===== src/rtl/mux4_pkg.sv =====
// Shared types and helpers for the 4-to-1 mux select sequencer.
// Source indices match the mux data inputs a..d.
package mux4_pkg;

  localparam int SRC_N = 4;

  localparam logic [1:0] SRC_A = 2'd0;
  localparam logic [1:0] SRC_B = 2'd1;
  localparam logic [1:0] SRC_C = 2'd2;
  localparam logic [1:0] SRC_D = 2'd3;

  typedef enum logic {
    IDLE  = 1'b0,
    GRANT = 1'b1
  } state_t;

  function automatic logic [SRC_N-1:0] sel_onehot(input logic [1:0] sel);
    sel_onehot = 4'b0001 << sel;
  endfunction

endpackage


===== src/rtl/rr_pick4.sv =====
// Combinational 4-way round-robin picker: searches ptr+1, ptr+2, ptr+3, ptr
// and returns the first requesting source.
module rr_pick4
  import mux4_pkg::*;
(
  input  logic [3:0] req,
  input  logic [1:0] ptr,
  output logic [1:0] winner,
  output logic       any
);

  logic [1:0] idx;

  always_comb begin
    // NOTE: every output gets a default before the loop so no path leaves it unassigned (no latch).
    winner = ptr;
    any    = 1'b0;
    idx    = '0;
    // Walk from lowest to highest priority so the closest requester overwrites the rest.
    for (int k = SRC_N; k >= 1; k--) begin
      idx = ptr + 2'(k);
      if (req[idx]) begin
        winner = idx;
        any    = 1'b1;
      end
    end
  end

endmodule


===== src/rtl/mux4_sel_sequencer.sv =====
// Round-robin select generator for a 4-to-1 mux: grants one source for a burst
// of BURST handshaked beats, then returns to IDLE for one cycle and rotates priority.
module mux4_sel_sequencer
  import mux4_pkg::*;
#(
  parameter int BURST = 4
) (
  input  logic       clk,
  input  logic       rst,
  input  logic [3:0] req,
  input  logic       ready,
  output logic       s0,
  output logic       s1,
  output logic       valid,
  output logic [3:0] grant,
  output logic       last
);

  localparam int             CW       = (BURST > 1) ? $clog2(BURST) : 1;
  localparam logic [CW-1:0]  BEAT_MAX = CW'(BURST - 1);

  state_t        state, state_n;
  logic [1:0]    sel, sel_n;
  logic [1:0]    ptr, ptr_n;
  logic [CW-1:0] beat, beat_n;
  logic [1:0]    winner;
  logic          any;

  rr_pick4 u_pick (
    .req    (req),
    .ptr    (ptr),
    .winner (winner),
    .any    (any)
  );

  always_ff @(posedge clk) begin
    // NOTE: reset is sampled on the clock edge here; it is not in the sensitivity list.
    if (rst) begin
      // NOTE: sequential state always uses non-blocking assignments.
      state <= IDLE;
      sel   <= SRC_A;
      ptr   <= SRC_D;
      beat  <= '0;
    end else begin
      state <= state_n;
      sel   <= sel_n;
      ptr   <= ptr_n;
      beat  <= beat_n;
    end
  end

  always_comb begin
    state_n = state;
    sel_n   = sel;
    ptr_n   = ptr;
    beat_n  = beat;
    case (state)
      IDLE: begin
        // sel only moves on a new grant, so the mux select never glitches while idle.
        if (any) begin
          state_n = GRANT;
          sel_n   = winner;
          ptr_n   = winner;
          beat_n  = '0;
        end
      end
      GRANT: begin
        if (!req[sel]) begin
          state_n = IDLE;
        end else if (ready) begin
          if (beat == BEAT_MAX) begin
            state_n = IDLE;
            beat_n  = '0;
          end else begin
            beat_n = beat + CW'(1);
          end
        end
      end
      default: state_n = IDLE;
    endcase
  end

  assign valid = (state == GRANT);
  assign s1    = sel[1];
  assign s0    = sel[0];
  assign grant = valid ? sel_onehot(sel) : 4'b0000;
  assign last  = valid & (beat == BEAT_MAX);

endmodule

===== config.mk =====
export PLATFORM = sky130hd
export DESIGN_NAME = mux4_sel_sequencer
export DESIGN_NICKNAME = d
export VERILOG_FILES = /design/src/rtl/mux4_pkg.sv /design/src/rtl/rr_pick4.sv /design/src/rtl/mux4_sel_sequencer.sv
export SDC_FILE = /design/constraint.sdc
export NUM_CORES = 1
export LEC_CHECK = 0
export ABC_AREA = 0
export BUFFER_PORTS_ARGS = -buffer_cell sky130_fd_sc_hd__buf_4
export CAP_MARGIN = 20
export CORE_AREA = 4 4 41 43
export CTS_BUF_LIST = sky130_fd_sc_hd__clkbuf_8
export DETAILED_ROUTE_END_ITERATION = 8
export DIE_AREA = 0 0 45 47
export RECOVER_POWER = 25
export SLEW_MARGIN = 15
export SYNTH_ARGS = -nofsm -noshare
export SYNTH_HDL_FRONTEND = slang
export SYNTH_HIERARCHICAL = 1
export SYNTH_SLANG_ARGS = --single-unit

===== constraint.sdc =====
create_clock -name clk -period 1.5 [get_ports clk]
set_input_delay 0.3 -clock clk [delete_from_list [all_inputs] [get_ports clk]]
set_output_delay 0.3 -clock clk [all_outputs]
set_load 0.1 [all_outputs]

==> reports/metrics.yaml, run 1 <==
cts:
  cts.reportedPaths.clkPinSlew_ps: 40
  tritoncts: "yes"
  cts_stage_hold_buffer_count: 0
  cts_repair_resize_count: 0
  cts_max_level: 1
  clk_latency_ps: 220
  cts_made_buffers: 3
  cts.sinks: 7
  number_of_buffers_on_the_longest_clock_path: 2
  clock-root-buffer: "clkbuf_8"
  post_cts.repair.setup_buffers: 0
detailed_routing:
  routed_via_density: 5.12
  post-route-drc-count: 0
  dr_total_vias: 476
  drt_first_iter_violations: 9
  router_iterations_before_antenna_repair: 4
  antenna_violating_nets_post_route: 0
  postRouteWirelength_mm: 1.05
  wl_per_cell_um: 11.2
die:
  pin_count: 15
  coreArea_um2: 1300
  die-area_um2: 2120
  initial_utilization: 0.358
  die_h_um: 47
  rows: 13
  die_width_um: 45
sta:
  rsz_0062_raised_after_global_routing: "false"
  finalHoldViolations: 0
  period_share: 0.965
  max_slew.worst_pin.slew_ps: 542
  fin_crit_ps: 1450
  finClkSkew_ps: 4.76
  setup_violations: 0
  maxSlewViolCount: 0
  max-slew-margin-rel: 0.640
  max_clock_freq_mhz: 691
  final.hold.worst_slack_ps: 270
run:
  timing.max_cap.violations: 0
power:
  switchingPower_mw: 0.301
  p_comb_frac: 0.357
  vdd_ir_drop_max_mv: 1.04
  seqPwrFrac: 0.318
  static-leakage-power_nw: 0.319
  sw_frac_of_total: 0.387
  p_clk_frac: 0.325
  powerDensity_nw_per_um2: 1140
  internal_power_mw: 0.476
setup_path:
  critical_path.slowest_cell: "dfxtp_1"
  max_incr_delay_on_cp_ps: 320
  critical_path.startpoint_type: "flop"
  required_ps: 1200
  critical_path.endpoint_type: "output port"
  cp_cell_sequence: "ha_1 > and2_2 > buf_4"
  critPathKind: "flop to output port"
  cp_max_fo: 3
  crit_arrival_ps: 1150
placed_design:
  port-buffer-count: 14
  routability_congestion_estimate_from_global_placement: 0.705
  post-dp-hpwl_um: 834
run_status:
  status: "finished clean"
cells_and_area:
  final_util: 0.522
  antennaDiodeCount: 0
  drive_above_1_share: 0.410
  area_growth_syn_to_layout_pct: 46.0
  final_net_count: 87
synth:
  ys.warnings.count: 6
  netlist_instances: 57
  sequential_area_share_after_synthesis: 0.301
  avgSynthCellArea_um2: 8.17
  synth-edff-count: 0
  yosys_register_bits: 7
  post-synth-top-area-fraction: 0.301
  synth.top_cells.by_count: "nand2_1, dfxtp_1, a21oi_1"
  mappedNetlistNets: 65
  yosysMostFrequentCell: "nand2_1"
  synth_async_sr_flop_share: 0
  synthTopCellsByArea: "dfxtp_1, a21oi_1, mux2i_1, nand2_1, inv_1"
  dominant_cell_type_by_area_after_synthesis: "dfxtp_1"
  post_synth_instance_area_um2: 465
  synth_ff_type: "dfxtp_1"
  synth.lib_cells_used.distinct: 27
global_route:
  first_global_vias: 416
  grt_antenna_before_repair: 0
  grt_overflow_total: 0
  grt_pass1_wl_mm: 1.78
  grt_start_max_net_pins: 12
  global_route.usage.total: 0.117
worst_hold_path:
  timing.hold.worst.class: "input port to flop"
[power groups by stage]
stage | Clock [mW] | Combinational [mW] | Sequential [mW]
2_1_floorplan | 0 | 0.159 | 0.305
3_3_place_gp | 0 | 0.283 | 0.251
3_5_place_dp | 0 | 0.282 | 0.251
4_1_cts | 0.262 | 0.283 | 0.248
5_1_grt | 0.269 | 0.295 | 0.254
6_report | 0.253 | 0.278 | 0.247
[worst paths after layout]
| check | cells after the start | from | to | slack [ps] |
|---|---|---|---|---|
| worst max-delay path | 3 | beat[0] | last | 50 |
| worst min-delay path | 2 | rst | sel[0] | 270 |
| worst max register to register | 3 | sel[1] | beat[0] | 220 |
| worst min register to register | 2 | beat[1] | beat[1] | 480 |
[layout by cell type, fill, tap and decap left out]
master and n:
nor3b_4 1, mux2i_1 3, o22ai_2 1, nand2_1 8
clkbuf_2 2, o22ai_1 1, and3_2 1, mux2i_2 1
nand3b_1 1, nand2b_1 2, ha_1 1, nor2_4 1
a21oi_1 6, inv_1 5, dfxtp_4 3, nor4b_1 1
a31oi_1 1, nor2_1 2, nand3_1 2, dfxtp_1 4
and2_2 1, mux2_4 1, and2_1 1, o31a_1 1
clkbuf_8 3, or4_1 1, nor3_1 2, and3_1 1
and3b_2 1, clkbuf_4 1, nor2b_1 2, a221o_1 1
buf_4 15
[area by class of cell]
type | count | area [µm²]
Fill cell | 137 | 622
Multi-Input combinational cell | 45 | 319
Sequential cell | 7 | 151
Timing Repair Buffer | 18 | 130
Clock buffer | 3 | 41.3
Tap cell | 15 | 18.8
Inverter | 4 | 15.0
Clock inverter | 1 | 3.75
[sequential cells by signal (all words and copies together) (netlist names)]
signal  cells
beat        2
sel         2
ptr         2
valid       1
[metrics by stage]
stage	setup TNS [ps]	worst slack (ps)	cells	area, µm²	power [mW]
finish	0	53.1	93	679	0.777
global route	0	3.02	93	679	0.817
CTS	0	42.3	93	684	0.793
detailed placement	-30.6	-30.6	89	639	0.533
global placement	-9.41	-9.41	89	639	0.533
floorplan	-346	-261	57	497	0.464
[layer usage]
metal | global-route usage | part of all wire | vias up
met1 | 0.149 | 0.47 | 216
met3 | 0.0460 | 0.070 | 2
met4 | 0.0526 | 0.0076 | 0
met5 | 0 | 0 | -
li1 | - | - | 246
met2 | 0.175 | 0.45 | 12
[critical path: cells and delay by family, from the launching register on]
| family | cells | cell delay (ps) |
|---|---|---|
| adders and majority gates | 1 | 200 |
| DFF | 1 | 320 |
| buffers and inverters | 1 | 230 |
| and+or+nand+nor | 1 | 180 |
[cell families (layout without fill, tap and decap cells)]
kind of cell             count (synthesis)  in the layout  share of synthesized area
buffers and inverters                    5             26                     0.0564
flip-flops                               7              7                      0.301
AO/OA/AOI/OAI                           11             11                      0.159
AND/OR/NAND/NOR                         28             28                      0.331
adder cells (fa/ha/maj)                  1              1                     0.0269
multiplexers                             5              5                      0.126
Note: power is estimated with default switching activity, not from simulation.
==> run 2, diff against run 1 <==
--- a/config.mk
+++ b/config.mk
@@ -8,10 +8,10 @@
 export ABC_AREA = 0
 export BUFFER_PORTS_ARGS = -buffer_cell sky130_fd_sc_hd__buf_4
 export CAP_MARGIN = 20
-export CORE_AREA = 4 4 41 43
+export CORE_AREA = 2 2 39 41
 export CTS_BUF_LIST = sky130_fd_sc_hd__clkbuf_8
 export DETAILED_ROUTE_END_ITERATION = 8
-export DIE_AREA = 0 0 45 47
+export DIE_AREA = 0 0 41 43
 export RECOVER_POWER = 25
 export SLEW_MARGIN = 15
 export SYNTH_ARGS = -nofsm -noshare
==> run 2 against run 1 <==
Compared with the run above:
- sequential power about the same
- global-route usage increased by 4.0 points
- via count grew 0.63%
- final area is 0.92% higher
- maximum frequency fell by 0.46%
- core utilization fell by 2.7 points
==> reports/metrics.yaml, run 2 (synthesized netlist as in run 1, its figures left out) <==
run_status:
  status: "finished clean"  # unchanged
sta:
  finClkSkew_ps: 9.38  # was 4.76 ps
  max_slew.worst_pin.slew_ps: 485  # was 542 ps
  max_clock_freq_mhz: 688  # was 691 MHz
  setup_violations: 0  # unchanged
  finalHoldViolations: 0  # unchanged
  max-slew-margin-rel: 0.679  # was 0.640
  period_share: 0.969  # was 0.965
  final.hold.worst_slack_ps: 254  # was 270 ps
  fin_crit_ps: 1450  # about the same
  maxSlewViolCount: 0  # unchanged
  rsz_0062_raised_after_global_routing: "false"  # unchanged
setup_path:
  crit_arrival_ps: 1150  # about the same
  critPathKind: "flop to output port"  # unchanged
  critical_path.startpoint: "beat[0]"  # unchanged
  cp_max_fo: 3  # unchanged
  critical_path.endpoint_type: "output port"  # unchanged
  critical_path.startpoint_type: "flop"  # unchanged
  reg2reg_to: "beat[0]"  # unchanged
  required_ps: 1200  # about the same
  regToRegStartpoint: "sel[1]"  # unchanged
  r2r_setup_slack_ps: 250  # was 220 ps
  r2r.worst_path.cells: 3  # unchanged
detailed_routing:
  wl_per_cell_um: 11.2  # about the same
  router_iterations_before_antenna_repair: 3  # was 4
  postRouteWirelength_mm: 1.07  # was 1.05 mm
  routed_via_density: 5.04  # was 5.12
  dr_total_vias: 479  # was 476
  drt_first_iter_violations: 5  # was 9
  post-route-drc-count: 0  # unchanged
  antenna_violating_nets_post_route: 0  # unchanged
cells_and_area:
  final_common_cell: "buf_4"  # unchanged
  area_growth_syn_to_layout_pct: 47.3  # was 46.0%
  mostFrequentLayoutCells: "buf_4, nand2_1, a21oi_1"  # unchanged
  reg.largest.list: "beat x2, ptr x2, sel x2"  # unchanged
  antennaDiodeCount: 0  # unchanged
  final_cells: 95  # was 93
  final_net_count: 88  # was 87
  drive_above_1_share: 0.418  # was 0.410
  final_design_area_no_fill_um2: 686  # was 679 µm²
global_route:
  grt_start_max_net_pins: 12  # unchanged
  grt_antenna_before_repair: 0  # unchanged
  global_route.usage.total: 0.157  # was 0.117
  grt_overflow_total: 0  # unchanged
  first_global_vias: 467  # was 416
  grt_pass1_wl_mm: 1.80  # was 1.78 mm
placed_design:
  post-dp-hpwl_um: 851  # was 834 µm
  port-buffer-count: 14  # unchanged
  routability_congestion_estimate_from_global_placement: 0.704  # was 0.705
  dpl.cell_count: 91  # was 89
  placement.cell_area_um2: 648  # was 639 µm²
worst_hold_path:
  timing.hold.worst.class: "input port to flop"  # unchanged
  hold-path-endpoint: "sel[0]"  # unchanged
  whs_path_depth: 2  # unchanged
  min_from: "rst"  # unchanged
power:
  vdd_ir_drop_max_mv: 0.551  # was 1.04 mV
  powerDensity_nw_per_um2: 1160  # was 1140 nW/µm²
  static-leakage-power_nw: 0.325  # was 0.319 nW
run:
  timing.max_cap.violations: 0  # unchanged
cts:
  cts_made_buffers: 3  # unchanged
  clock-root-buffer: "clkbuf_8"  # unchanged
  cts.sinks: 7  # unchanged
  cts_repair_resize_count: 0  # unchanged
  clk_latency_ps: 240  # was 220 ps
  post_cts.repair.setup_buffers: 0  # unchanged
  cts.reportedPaths.clkPinSlew_ps: 50  # was 40 ps
  cts_stage_hold_buffer_count: 0  # unchanged
  tritoncts: "yes"  # unchanged
  number_of_buffers_on_the_longest_clock_path: 2  # unchanged
  cts_max_level: 1  # unchanged
die:
  die_h_um: 43  # was 47 µm
  coreArea_um2: 1380  # was 1300 µm²
  die-area_um2: 1760  # was 2120 µm²
  pin_count: 15  # unchanged
  rows: 14  # was 13
  die_width_um: 41  # was 45 µm
  initial_utilization: 0.336  # was 0.358
## run 2: cell types whose count changed in the layout (fill, tap and decap cells not counted), sizes merged
cell	before	now
buf	15	19
clkbuf	6	3
## run 2: final cells by class
| type | count | area, µm² |
|---|---|---|
| multi-input cells | 45 | 319 |
| repair buffers | 19 | 135 |
| fillers | 134 | 698 |
| inverters | 4 | 15.0 |
| clock buffers | 3 | 41.3 |
| well taps | 16 | 20.0 |
| flip-flops and latches | 7 | 151 |
| clock inverters | 1 | 3.75 |
## run 2: worst max-delay path by stage
stage                     to  slack (ps)  depth (start not counted)
global route            last         0.8                          3
global placement     beat[0]           8                          5
detailed placement   beat[0]         -20                          5
floorplan           grant[0]        -260                          1
CTS                     last          40                          3
finish                  last          50                          3
## run 2: routing by layer
metal	wire [µm]	global-route usage	part of all wire
met1	457	0.166	0.43
met2	531	0.234	0.50
met3	47	0.0471	0.044
met4	30	0.140	0.028
met5	0	0	0
## run 2: where the power goes
| part | switching, mW | internal [mW] | total (mW) | leakage (nW) |
|---|---|---|---|---|
| Clock | 0.0928 | 0.178 | 0.271 | 0.0269 |
| Combinational | 0.187 | 0.0936 | 0.280 | 0.238 |
| Sequential | 0.0380 | 0.208 | 0.246 | 0.0596 |
## run 2: per-stage QoR
| step | setup slack [ps] | total power, mW | TNS, ps | utilization |
|---|---|---|---|---|
| floorplan | -261 | 0.464 | -346 | - |
| global placement | 8.41 | 0.536 | 0 | 0.468 |
| detailed placement | -24.5 | 0.538 | -47.9 | 0.468 |
| CTS | 36.3 | 0.813 | 0 | 0.501 |
| global route | 0.760 | 0.834 | 0 | 0.495 |
| finish | 46.4 | 0.797 | 0 | 0.495 |
## run 2: critical path: stages, from the launching register on
cell     delay (ps)
dfxtp_1         310
ha_1            200
and2_2          190
buf_4           230
